### src/rtl/cdma_sync_fifo_if.sv
// Handshake bundle for cdma_sync_fifo: write/read requests, flush, data, status and error flags.
interface cdma_sync_fifo_if #(
    parameter int WIDTH = 4,
    parameter int DEPTH = 4
);
    localparam int CW = $clog2(DEPTH) + 1;

    logic             flush;
    logic             wr_en;
    logic [WIDTH-1:0] wr_data;
    logic             rd_en;
    logic [WIDTH-1:0] rd_data;
    logic             rd_valid;
    logic             full;
    logic             empty;
    logic             afull;
    logic [CW-1:0]    count;
    logic             overflow;
    logic             underflow;

    modport master (
        output flush, wr_en, wr_data, rd_en,
        input  rd_data, rd_valid, full, empty, afull, count, overflow, underflow
    );

    modport slave (
        input  flush, wr_en, wr_data, rd_en,
        output rd_data, rd_valid, full, empty, afull, count, overflow, underflow
    );
endinterface

### src/rtl/cdma_sync_fifo.sv
// Single-clock FIFO for router port buffering: registered read, occupancy flags,
// sticky overflow/underflow and a synchronous flush that outranks reads and writes.
module cdma_sync_fifo #(
    parameter int WIDTH     = 4,
    parameter int DEPTH     = 4,
    parameter int AFULL_LVL = 3
) (
    input logic             clk,
    input logic             rst,
    cdma_sync_fifo_if.slave bus
);
    localparam int AW = $clog2(DEPTH);
    localparam int CW = AW + 1;

    logic [WIDTH-1:0] mem [DEPTH];
    logic [AW-1:0]    wr_ptr;
    logic [AW-1:0]    rd_ptr;
    logic [CW-1:0]    count_q;
    logic [CW-1:0]    count_d;
    logic [WIDTH-1:0] rd_data_q;
    logic             rd_valid_q;
    logic             overflow_q;
    logic             underflow_q;

    logic full_c;
    logic empty_c;
    logic afull_c;
    logic wr_acc;
    logic rd_acc;
    logic wr_go;
    logic rd_go;

    // Status flags decode the registered count only, so they never follow input glitches.
    assign full_c  = (count_q == CW'(DEPTH));
    assign empty_c = (count_q == '0);
    assign afull_c = (count_q >= CW'(AFULL_LVL));

    // A full FIFO rejects the write even when a read is accepted in the same cycle.
    assign wr_acc = bus.wr_en & ~full_c;
    assign rd_acc = bus.rd_en & ~empty_c;
    assign wr_go  = wr_acc & ~bus.flush;
    assign rd_go  = rd_acc & ~bus.flush;

    always_comb begin
        // NOTE: count_d gets its default before the case so no path leaves it unassigned (no latch).
        count_d = count_q;
        case ({wr_go, rd_go})
            2'b10:   count_d = count_q + 1'b1;
            2'b01:   count_d = count_q - 1'b1;
            default: count_d = count_q;
        endcase
    end

    // NOTE: the storage array has no reset; contents are only meaningful behind the pointers.
    always_ff @(posedge clk) begin
        if (wr_go) begin
            mem[wr_ptr] <= bus.wr_data;
        end
    end

    always_ff @(posedge clk or posedge rst) begin
        if (rst) begin
            wr_ptr  <= '0;
            rd_ptr  <= '0;
            count_q <= '0;
        end else if (bus.flush) begin
            wr_ptr  <= '0;
            rd_ptr  <= '0;
            count_q <= '0;
        end else begin
            // NOTE: sequential state uses non-blocking assignments so every flop samples pre-edge values.
            if (wr_go) begin
                wr_ptr <= wr_ptr + 1'b1;
            end
            if (rd_go) begin
                rd_ptr <= rd_ptr + 1'b1;
            end
            count_q <= count_d;
        end
    end

    // rd_data holds its last word across idle cycles and flush; only reset clears it.
    always_ff @(posedge clk or posedge rst) begin
        if (rst) begin
            rd_data_q  <= '0;
            rd_valid_q <= 1'b0;
        end else begin
            rd_valid_q <= rd_go;
            if (rd_go) begin
                rd_data_q <= mem[rd_ptr];
            end
        end
    end

    always_ff @(posedge clk or posedge rst) begin
        if (rst) begin
            overflow_q  <= 1'b0;
            underflow_q <= 1'b0;
        end else if (bus.flush) begin
            overflow_q  <= 1'b0;
            underflow_q <= 1'b0;
        end else begin
            if (bus.wr_en && full_c) begin
                overflow_q <= 1'b1;
            end
            if (bus.rd_en && empty_c) begin
                underflow_q <= 1'b1;
            end
        end
    end

    assign bus.rd_data   = rd_data_q;
    assign bus.rd_valid  = rd_valid_q;
    assign bus.full      = full_c;
    assign bus.empty     = empty_c;
    assign bus.afull     = afull_c;
    assign bus.count     = count_q;
    assign bus.overflow  = overflow_q;
    assign bus.underflow = underflow_q;
endmodule

### src/flat_wrapper.sv
// flat-port wrapper written by rule: the top's interface ports become plain ports
module cdma_sync_fifo_flat 
#(
    parameter int WIDTH     = 4,
    parameter int DEPTH     = 4,
    parameter int AFULL_LVL = 3
)
  (clk, rst, bus_flush, bus_wr_en, bus_wr_data, bus_rd_en, bus_rd_data, bus_rd_valid, bus_full, bus_empty, bus_afull, bus_count, bus_overflow, bus_underflow);
  cdma_sync_fifo_if #(.WIDTH(WIDTH), .DEPTH(DEPTH)) bus_i ();
  input logic clk;
  input logic rst;
  input wire logic [$bits(bus_i.flush)-1:0] bus_flush;
  input wire logic [$bits(bus_i.wr_en)-1:0] bus_wr_en;
  input wire logic [$bits(bus_i.wr_data)-1:0] bus_wr_data;
  input wire logic [$bits(bus_i.rd_en)-1:0] bus_rd_en;
  output wire logic [$bits(bus_i.rd_data)-1:0] bus_rd_data;
  output wire logic [$bits(bus_i.rd_valid)-1:0] bus_rd_valid;
  output wire logic [$bits(bus_i.full)-1:0] bus_full;
  output wire logic [$bits(bus_i.empty)-1:0] bus_empty;
  output wire logic [$bits(bus_i.afull)-1:0] bus_afull;
  output wire logic [$bits(bus_i.count)-1:0] bus_count;
  output wire logic [$bits(bus_i.overflow)-1:0] bus_overflow;
  output wire logic [$bits(bus_i.underflow)-1:0] bus_underflow;
  assign bus_i.flush = bus_flush;
  assign bus_i.wr_en = bus_wr_en;
  assign bus_i.wr_data = bus_wr_data;
  assign bus_i.rd_en = bus_rd_en;
  assign bus_rd_data = bus_i.rd_data;
  assign bus_rd_valid = bus_i.rd_valid;
  assign bus_full = bus_i.full;
  assign bus_empty = bus_i.empty;
  assign bus_afull = bus_i.afull;
  assign bus_count = bus_i.count;
  assign bus_overflow = bus_i.overflow;
  assign bus_underflow = bus_i.underflow;
  cdma_sync_fifo #(.WIDTH(WIDTH), .DEPTH(DEPTH), .AFULL_LVL(AFULL_LVL)) u_core (.clk(clk), .rst(rst), .bus(bus_i));
endmodule
### config.mk
export PLATFORM = sky130hd
export DESIGN_NAME = cdma_sync_fifo_flat
export DESIGN_NICKNAME = d
export VERILOG_FILES = /design/src/rtl/cdma_sync_fifo_if.sv /design/src/rtl/cdma_sync_fifo.sv /design/src/flat_wrapper.sv
export SDC_FILE = /design/constraint.sdc
export NUM_CORES = 1
export LEC_CHECK = 0
export CAP_MARGIN = 5
export CORE_MARGIN = 2
export CORE_UTILIZATION = 35
export DETAILED_ROUTE_END_ITERATION = 10
export SLEW_MARGIN = 20
export SYNTH_ARGS = -nofsm -noshare
export SYNTH_HDL_FRONTEND = slang
export SYNTH_SLANG_ARGS = --single-unit
### constraint.sdc
create_clock -name clk -period 2.65 [get_ports clk]
set_clock_uncertainty 0.05 [all_clocks]
set_input_delay 0.53 -clock clk [delete_from_list [all_inputs] [get_ports clk]]
set_output_delay 0.53 -clock clk [all_outputs]
set_load 0.02 [all_outputs]
==> results.tsv <==
stage	metric	value	unit
status	status	finished clean	
floorplan	die_height	66.9	um
synthesis	async_flop_share	46.7	%
clocking	htreeDepth	2	
detailed_routing	routed-via-count	906	
setup_path	cp.arrival	1.89	ns
floorplan	initial_core_util	37.0	%
layout	layout.nets	146	
floorplan	core_area	3740	um2
power	p_leak	0.688	nW
synthesis	synth_nets	118	
grt	track_usage	14.0	%
clocking	clockBufferDepth	2	
synthesis	yosys.area.top_type	edfxtp_1	
placed_design	dp_slack	0.0329	ns
layout	post-route-util	47.4	%
min_path	hp-class	reg -> reg	
detailed_routing	drtPass1Iterations	4	
timing	rsz0062_at_grt	no	
synthesis	yosysTopAreaCellShare	34.7	%
detailed_routing	post_drt_wl_per_cell	14.6	um
layout	final_common_cell	clkdlybuf4s50_1	
synthesis	netlist_area	1390	um2
grt	grt_antenna_before_repair	0	
synthesis	synth_cell_types	35	
detailed_routing	drt_iter0_drc	40	
synthesis	synth_area_leaders	edfxtp_1 35%, dfrtp_1 25%, mux4_2 6.5%	
grt	grt_pass1_vias	935	
layout	diodes	0	
timing	max_slew.worst_pin.slew	0.586	ns
synthesis	ys_seq_elements	30	
detailed_routing	ant_nets	0	
grt	grt_max_degree	15	
layout	syn_to_final_growth	28.1	%
synthesis	ys.warnings.count	0	
setup_path	endpoint_kind	output pin	
setup_path	worstPathMaxFanout	5	
flow_run	cap_violations	0	
power	max-vdd-ir-drop	0.282	mV
clocking	clk_pin_slew_worst_paths	0.06	ns
setup_path	cp_data_required_time	2.07	ns
timing	setup_slack	0.183	ns
power	power_density	748	nW/um2
grt	overflow	0	
clocking	cts_tree	yes	
clocking	hold_buffers	0	
floorplan	io_pins	22	
synthesis	synth_edf_count	16	
timing	finalCritPeriodShare	93.1	%
timing	hold_viol_final	0	
floorplan	die_area	4480	um2
timing	setup-violations-final	0	
grt	grt_pass1_wl	4.41	mm
setup_path	path_class	reg -> out	
setup_path	start_kind	flop	
power	p_total	1.33	mW
timing	finalSetupTns	0	ns
layout	layout_common_cells	21 x clkdlybuf4s50_1, 16 x edfxtp_1, 13 x dfrtp_1	
timing	fmax	405	MHz
placed_design	gp_congestion	0.681	
timing	relSlewSlack	60.9	%
detailed_routing	vias_per_cell	5.01	
placed_design	numPortBuffers	21	
detailed_routing	wl	2.64	mm
timing	min_period	2.47	ns
synthesis	synth_seq_area_share	60.0	%
floorplan	num_rows	22	
layout	drive_gt1_share	19.5	%
detailed_routing	drc	0	
clocking	clock_latency	0.28	ns
synthesis	synthCells	104	
clocking	cts-root-buf	clkbuf_8	
clocking	cts_buffers	5	
timing	slew_violations	0	
floorplan	die_w	66.9	um
synthesis	synth-main-ff-cell	edfxtp_1	
clocking	post_cts_buffers	0	
synthesis	synth.avg_cell_area	13.3	um2
clocking	clock-sinks	30	
## metal layers
| metal | track usage, % | routed length (um) | up-vias |
|---|---|---|---|
| met5 | 0 | 0 | - |
| met4 | 4.59 | 29 | 0 |
| met3 | 5.91 | 137 | 2 |
| met2 | 23.4 | 1430 | 21 |
| met1 | 16.0 | 1050 | 451 |
| li1 | - | - | 432 |
## area by class of cell
cell class | instances | area, um2
Tap cell | 48 | 60.1
Sequential cell | 30 | 832
Inverter | 4 | 15.0
Clock buffer | 7 | 86.3
Timing Repair Buffer | 27 | 255
Clock inverter | 1 | 5.00
Multi-Input combinational cell | 64 | 520
Fill cell | 346 | 1970
## registers in the layout, summed over array words and instances, names as in the netlist
signal,count
u_core.bus.rd_valid,1
u_core.bus.count,3
u_core.bus.rd_data,4
u_core.bus.underflow,1
u_core.bus.overflow,1
u_core.mem,16
u_core.wr_ptr,2
u_core.rd_ptr,2
## repair_timing
item,CTS,global route
hold endpoints to repair,0,0
resized for setup,0,1
setup endpoints to repair,0,1
## per-stage QoR
stage,cells,hold slack (ns),cell area [um2]
global route,181,0.475,1770
CTS,181,0.461,1770
global placement,173,0.429,1680
detailed placement,173,0.445,1680
finish,181,0.453,1770
floorplan,104,0.369,1390
## worst paths after layout
path	start	to	slack (ns)	cells after the start
max in group asynchronous	rst	u_core.bus.count[2]	1.57	2
max reg2reg	u_core.bus.count[0]	u_core.bus.count[1]	0.20	8
min reg2reg	u_core.bus.overflow	u_core.bus.overflow	0.45	2
max	u_core.bus.count[0]	bus_full	0.18	3
min in group asynchronous	rst	u_core.bus.rd_valid	0.56	2
min	u_core.bus.overflow	u_core.bus.overflow	0.45	2
## critical path, cell delays in order, from the launching register on
cell and delay [ns]:
dfrtp_1 0.46, or3b_4 0.46, inv_1 0.09, clkdlybuf4s50_1 0.60
## synthesized netlist by cell type, types with 2 or more instances
library cell / count
edfxtp_1: 16
dfrtp_1: 14
nor2_1: 8
and2_1: 5
nand2_1: 5
a21oi_1: 4
ha_1: 4
inv_1: 4
mux2_2: 4
mux4_2: 4
clkbuf_1: 3
o21ai_0: 3
a31oi_1: 2
buf_2: 2
nand2b_1: 2
nand3_1: 2
nand3b_1: 2
xnor2_1: 2
xor2_1: 2
## power by group
| part | switching, mW | internal (mW) |
|---|---|---|
| registers | 0.0469 | 0.550 |
| logic | 0.169 | 0.192 |
| clock network | 0.161 | 0.209 |
## logic make-up after synthesis
| logic type | after synthesis | synth area share (%) |
|---|---|---|
| muxes | 8 | 9.76 |
| xor gates and xnor gates | 4 | 2.53 |
| DFF | 30 | 60.0 |
| adders and majority gates | 5 | 5.06 |
| and+or+nand+nor | 33 | 13.4 |
| buffers and inverters | 10 | 2.89 |
| AOI/OAI and AO/OA | 14 | 6.41 |
(Power assumes the default switching activity.)
